### src/rtl/pool_stream_buffer.sv
// Streaming 2x2 average pooling: one line buffer holds the even row, and the odd row
// combines with it on the fly to emit one pooled pixel per 2x2 window, with backpressure.
module pool_stream_buffer #(
  parameter int IMG_W  = 28,
  parameter int IMG_H  = 28,
  parameter int DATA_W = 16
) (
  input  logic              clk,
  input  logic              rst_n,
  input  logic              start,
  input  logic              in_valid,
  input  logic [DATA_W-1:0] in_pixel,
  output logic              in_ready,
  output logic              out_valid,
  output logic [DATA_W-1:0] out_pixel,
  input  logic              out_ready,
  output logic              busy,
  output logic              finish
);

  localparam int CW    = (IMG_W > 2) ? $clog2(IMG_W) : 1;
  localparam int RW    = $clog2(IMG_H + 1);
  localparam int N_OUT = (IMG_W / 2) * (IMG_H / 2);
  localparam int OW    = $clog2(N_OUT + 1);

  typedef enum logic [1:0] {IDLE, RUN, DONE} state_t;

  state_t            state, state_next;
  logic [CW-1:0]     col, col_m1;
  logic [RW-1:0]     row;
  logic [OW-1:0]     out_cnt;
  logic [DATA_W-1:0] prev;
  logic [DATA_W-1:0] linebuf [IMG_W];
  logic [DATA_W-1:0] sum;
  logic              accept, complete, out_fire, all_in, last_out, frame_start;

  // row reaches IMG_H only after the final pixel of the frame has wrapped
  assign all_in   = (row == RW'(IMG_H));
  assign in_ready = (state == RUN) && !all_in && (!out_valid || out_ready);
  assign accept   = in_valid && in_ready;
  assign complete = accept && row[0] && col[0];
  assign out_fire = out_valid && out_ready;
  assign last_out = (out_cnt == OW'(N_OUT - 1));
  assign col_m1   = col - CW'(1);
  assign sum      = linebuf[col_m1] + linebuf[col] + prev + in_pixel;
  assign busy     = (state != IDLE);
  assign finish   = (state == DONE);

  always_comb begin
    state_next  = state;
    frame_start = 1'b0;
    case (state)
      IDLE: begin
        if (start) begin
          state_next  = RUN;
          frame_start = 1'b1;
        end
      end
      RUN: begin
        if (out_fire && last_out) state_next = DONE;
      end
      DONE:    state_next = IDLE;
      default: state_next = IDLE;
    endcase
  end

  always_ff @(posedge clk or negedge rst_n) begin
    if (!rst_n) begin
      state     <= IDLE;
      col       <= '0;
      row       <= '0;
      out_cnt   <= '0;
      prev      <= '0;
      out_valid <= 1'b0;
      out_pixel <= '0;
    end else begin
      state <= state_next;
      if (frame_start) begin
        col       <= '0;
        row       <= '0;
        out_cnt   <= '0;
        out_valid <= 1'b0;
      end else begin
        if (accept) begin
          if (col == CW'(IMG_W - 1)) begin
            col <= '0;
            row <= row + RW'(1);
          end else begin
            col <= col + CW'(1);
          end
          if (row[0] && !col[0]) prev <= in_pixel;
        end
        // a fresh result takes priority so a same-cycle handshake keeps out_valid high
        if (complete) begin
          out_valid <= 1'b1;
          out_pixel <= {2'b00, sum[DATA_W-1:2]};
        end else if (out_fire) begin
          out_valid <= 1'b0;
        end
        if (out_fire) out_cnt <= out_cnt + OW'(1);
      end
    end
  end

  // even-row pixels only; contents are always rewritten before use in a frame
  always_ff @(posedge clk) begin
    if (accept && !row[0]) linebuf[col] <= in_pixel;
  end

endmodule

### config.mk
export PLATFORM = sky130hd
export DESIGN_NAME = pool_stream_buffer
export DESIGN_NICKNAME = d
export VERILOG_FILES = /design/src/rtl/pool_stream_buffer.sv
export SDC_FILE = /design/constraint.sdc
export NUM_CORES = 1
export LEC_CHECK = 0
export BUFFER_PORTS_ARGS = -buffer_cell sky130_fd_sc_hd__buf_2
export CAP_MARGIN = 10
export CELL_PAD_IN_SITES_DETAIL_PLACEMENT = 1
export CELL_PAD_IN_SITES_GLOBAL_PLACEMENT = 1
export CORE_MARGIN = 3
export CORE_UTILIZATION = 39
export CTS_CLUSTER_SIZE = 30
export DETAILED_ROUTE_END_ITERATION = 10
export MAX_ROUTING_LAYER = met4
export PLACE_DENSITY = 0.56
export SYNTH_ARGS = -nofsm -noshare
export SYNTH_HDL_FRONTEND = slang
export SYNTH_SLANG_ARGS = --single-unit
### constraint.sdc
create_clock -name clk -period 10.1 [get_ports clk]
set_clock_uncertainty 0.15 [all_clocks]
set_input_delay 2.02 -clock clk [delete_from_list [all_inputs] [get_ports clk]]
set_output_delay 2.02 -clock clk [all_outputs]
set_load 0.02 [all_outputs]
# Yosys cells after proc, flatten, opt, wreduce, memory -nomap -nowiden
# Memory sizes are Yosys's and may differ from the RTL's.
# Index checks and enable logic that the tools add are counted.
# Widths: inputs -> output; s select.
[op_classes] addsub=7 reduce_logical=24 bitwise=1 order_cmp=0 div_mod_pow=0 n_mul=0 shift=0 n_mux=18 n_eq_ne=7
[op_table] operator="$add 16x16->16" n=3
[op_table] operator="$mux 5" n=6
[op_table] operator="$mux 8" n=2
[op_table] operator="$add 5x1->5 const B" n=2
[op_table] operator="$eq 5x5->1 const B" n=2
[op_table] operator="$logic_and 1x1->1" n=9
[op_table] operator="$add 8x1->8 const B" n=1
[op_table] operator="$eq 8x8->1 const B" n=1
[op_table] operator="$reduce_bool 2->1" n=4
[op_table] operator="$mux 1" n=7
[op_table] operator="$reduce_and 2->1" n=3
[op_table] operator="$sub 5x1->5 const B" n=1
[op_table] operator="$logic_not 1->1" n=4
[op_table] operator="$mux 2" n=2
[op_table] operator="$pmux 2 s2" n=1
[op_table] operator="$reduce_and 3->1" n=1
[op_table] operator="$reduce_bool 3->1" n=1
[op_table] operator="$eq 2x1->1 const B" n=1
[op_table] operator="$eq 2x2->1 const B" n=1
[op_table] operator="$logic_not 2->1" n=1
[op_table] operator="$ne 2x1->1 const B" n=1
[op_table] operator="$ne 2x2->1 const B" n=1
[op_table] operator="$logic_or 1x1->1" n=1
[op_table] operator="$not 1->1" n=1
[totals] mem_bits_ro=0 input_bits=21 elab_cells=65 out_inout_bits=20 ff_bits=51 latchBits=0 ramBits=448 n_memories=1
[memory_table] memory="linebuf" depth=28 word_bits=16 rd=2 rd_clocked_by_memory_dff=0 wr=1 line_no="33" text="logic [DATA_W-1:0] linebuf [IMG_W];"

# Longest topological paths before layout
[logic_depth] word_depth=9 mapped_depth=31 depth_no_buf=21

# Worst setup path after synthesis
# No wires, ideal clock.
[synth_timing] path_kind="register to register" from="register col[0]" to="register out_pixel[13]" period_less_slack_ns=7.119 stages_incl_launch_ff=32 setup_time_ns=0.131 slack_ns=2.981 required_time_ns=9.819 arrival_ns=6.837 path_buffers=10 path_cell_list="dfrtp_1 buf_6 buf_12 buf_6 buf_2 buf_2 buf_2 buf_2 inv_1 ha_1 clkbuf_1 clkbuf_1 clkbuf_1 mux4_2 nand2_1 a311oi_1 a21oi_1 fa_1 inv_1 fa_1 o211ai_1 a21oi_1 nand2_1 inv_1 fa_1 a21o_1 a31o_2 a211o_1 and3_1 o21ai_0 a21oi_1 or3b_1"
[synth_between] elab_chain_cells=5 word_cells_on_any_way=7 cone_classes="add/sub (4); reduce/logical (2); memory (1)"
[synth_rtl] element="start: declaration" line_no="29" text="logic [CW-1:0] col, col_m1;"
[synth_rtl] element="start signal: assignment" line_no="89" text="col <= col + CW'(1);"
[synth_rtl] element="$sub 5x1->5" line_no="44" text="assign col_m1 = col - CW'(1);"
[synth_rtl] element="$mem_v2 28x16"
[synth_rtl] element="$add 16x16->16 (3 in a row)" line_no="45" text="assign sum = linebuf[col_m1] + linebuf[col] + prev + in_pixel;"
[synth_rtl] element="end signal: assignment" line_no="96" text="out_pixel <= {2'b00, sum[DATA_W-1:2]};"
[synth_rtl] element="end: declaration" line_no="15" text="output logic [DATA_W-1:0] out_pixel,"
# Several ways; a longest one is shown, not always the timed one.
# A chain may end at the register's enable or synchronous reset.

# Final worst setup path
# Same ends and word-level chain as after synthesis.

==> results.sh <==
export IMPL_worstReg2RegStart="col[0]"
export IMPL_wl_um=74400
export IMPL_port_buffers=38
export IMPL_clock_latency_ps=620
export IMPL_relSlewSlack=0.209
export IMPL_path_max_fanout=49
export IMPL_arrival_ps=7310
export IMPL_cts_tree="built"
export IMPL_r2r_slack_ps=3120
export IMPL_clock_path_buffers=3
export IMPL_slowest_stage="ha_4"
export IMPL_cts_resized=0
export IMPL_worst_pin_slew_ps=1180
export IMPL_synth_flop_cell="edfxtp_1"
export IMPL_grt_pass1_vias=14900
export IMPL_num_rows=91
export IMPL_grt_ovfl_total=0
export IMPL_status="finished, final reports clean"
export IMPL_cap_violations=0
export IMPL_rsz0062_at_grt="false"
export IMPL_hold_buffers=0
export IMPL_die_x_um=256
export IMPL_synth_area_top_cells="edfxtp_1, mux4_2, dfrtp_1, fa_1, nand2_1"
export IMPL_dpl_worst_slack_ps=3180
export IMPL_vias=14200
export IMPL_utilization=0.446
export IMPL_synth_common_cells="edfxtp_1, mux4_2, nand2_1"
export IMPL_grt_pass1_wl_um=108000
export IMPL_final_hold_viol_count=0
export IMPL_grt_antenna_before_repair=0
export IMPL_synth_enable_flop_cells=448
export IMPL_synth_async_reset_ratio=0.102
export IMPL_routed_via_density=6.01
export IMPL_period_share=0.691
export IMPL_min_period_ps=6980
export IMPL_n_fill_cell=5918
export IMPL_grt_usage=0.235
export IMPL_drtIter0Drc=1338
export IMPL_cts_sinks=499
export IMPL_detail_route_wl_per_cell_um=31.4
export IMPL_pin_count=41
export IMPL_diodes=0
export IMPL_nets=1556
export IMPL_synth_warnings=0
export IMPL_holdPathStages=2
export IMPL_drcViolationCount=0
export IMPL_post_cts_buffers=0
export IMPL_layout_drive_gt1_share=0.297
export IMPL_tns_ps=0
export IMPL_synth_top_area_share=0.551
export IMPL_min_path_type="reg -> reg"
export IMPL_worstSetupEndpointType="flip-flop"
export IMPL_holdPathEnd="out_pixel[4]"
export IMPL_reg2reg_depth=22
export IMPL_ant_nets=0
export IMPL_clkTransAtPathRegs_ps=60
export IMPL_numCtsBuffers=56
export IMPL_worstReg2RegEnd="out_pixel[13]"
export IMPL_die_h_um=256
export IMPL_critPathLaunchType="flip-flop"
export IMPL_synth_top_area_cell="edfxtp_1"
export IMPL_final_area_sq_um=27600
export IMPL_slew_violations=0
export IMPL_hpwl_um=46800
export IMPL_syn_inst=1429
export IMPL_syn_area_sq_um=24400
export IMPL_setup_slack_ps=3120
export IMPL_seq_area_frac_synth=0.603
export IMPL_synth_distinct_cells=58
export IMPL_htree_levels=2
export IMPL_first_pass_iters=7
export IMPL_fmax_ghz=0.143
export IMPL_regArea_sq_um=14700
export IMPL_place_area_sq_um=25800
export IMPL_ys_ff_latch=499
export IMPL_critPathKind="reg -> reg"
export IMPL_yosysMostFrequentCell="edfxtp_1"
export IMPL_cp_required_ps=10440
export IMPL_cts_root_buf="clkbuf_16"
export IMPL_grt_max_degree=114
export IMPL_max_stage_delay_ps=870
export IMPL_multi_input_area_sq_um=9190
export IMPL_gp_congestion=0.819
export IMPL_core_sq_um=61800
export IMPL_setup_viol=0
export IMPL_avgSynthCellArea_sq_um=17.1
export IMPL_area_growth_pct=12.9
export IMPL_hold_path_startpoint="out_pixel[4]"
export IMPL_path_cells="inv_1 > ha_4 > buf_4 > mux4_2 > nand2_1 > a311oi_1 > a21oi_1 > fa_1 > inv_1 > fa_1 > o211ai_1 > a21oi_1 > nand2_1 > inv_1 > fa_1 > a21o_1 > a31o_2 > a211o_1 > and3_1 > o21ai_0 > a21oi_1 > or3b_1"
export IMPL_start_util=0.395
export IMPL_dieArea_sq_um=65700
[kinds of logic (layout without fill, tap and decap cells)]
kind of cell	count (synthesis)	in the layout	synth area share
XOR/XNOR	29	29	0.0112
adder cells (fa/ha/maj)	50	50	0.0348
buffers and inverters	162	263	0.0290
AO/OA/AOI/OAI	156	156	0.0412
flip-flops	499	499	0.603
other	1	2	0.000153
multiplexers	266	266	0.233
AND/OR/NAND/NOR	266	266	0.0480
[metal layers]
| metal | wire length, um | GRT usage | vias to the layer above |
|---|---|---|---|
| li1 | - | - | 5867 |
| met1 | 31500 | 0.315 | 7721 |
| met2 | 35300 | 0.366 | 520 |
| met3 | 5380 | 0.0497 | 118 |
| met4 | 2170 | 0.0670 | 0 |
| met5 | 0 | - | - |
[worst max-delay path: cells and delay by family, from the launching register on]
kind | cells | cell delay [ps]
buffers and inverters | 4 | 970
AND/OR/NAND/NOR | 4 | 690
flip-flops | 1 | 710
multiplexers | 1 | 310
AO/OA/AOI/OAI | 9 | 1640
adder cells (fa/ha/maj) | 4 | 2310
[how the worst max path moves through the flow]
stage                    end    from  slack (ps)  depth (start not counted)
2_1_floorplan  out_pixel[13]  col[0]        2980                         31
6_report       out_pixel[13]  col[0]        3120                         22
5_1_grt        out_pixel[13]  col[0]        2690                         22
4_1_cts        out_pixel[13]  col[0]        3130                         22
3_3_place_gp   out_pixel[13]  col[0]        3150                         22
3_5_place_dp   out_pixel[13]  col[0]        3180                         22
[sequential cells by signal (all words and copies together) (netlist names)]
name	flops
prev	16
out_pixel	14
out_cnt	8
col	5
linebuf	448
state	2
row	5
out_valid	1
[layout by cell type, fill, tap and decap left out, types with 10 or more instances in the layout]
| cell | count |
|---|---|
| a221oi_1 | 10 |
| dfrtp_1 | 46 |
| clkbuf_16 | 56 |
| fa_1 | 30 |
| xnor2_1 | 12 |
| buf_2 | 38 |
| clkbuf_1 | 11 |
| clkinv_1 | 17 |
| mux4_1 | 10 |
| buf_4 | 51 |
| nor2_1 | 44 |
| a31oi_1 | 11 |
| o21ai_0 | 44 |
| inv_1 | 67 |
| mux2i_1 | 17 |
| nand3_1 | 19 |
| mux4_2 | 228 |
| ha_1 | 19 |
| edfxtp_1 | 448 |
| a21oi_1 | 35 |
| a22o_1 | 11 |
| xor2_1 | 13 |
| nand2_1 | 130 |
| mux2_2 | 11 |
| nor3_2 | 13 |
[per-stage QoR]
stage / hold WS, ps / cells
6_report: 324 / 2368
5_1_grt: 365 / 2368
4_1_cts: 332 / 2368
3_5_place_dp: 319 / 2264
3_3_place_gp: 318 / 2264
2_1_floorplan: 348 / 1430
[cell type report]
cell class              count  area share
well taps                 837      0.0379
flip-flops and latches    499       0.534
inverters                  68     0.00925
multi-input cells         769       0.333
repair buffers             91      0.0222
clock buffers              70      0.0538
clock inverters            34     0.00988
Power is left out: the tool's default activity adds up to more than one toggle a clock period on the data nets, which glitch-free logic cannot reach.
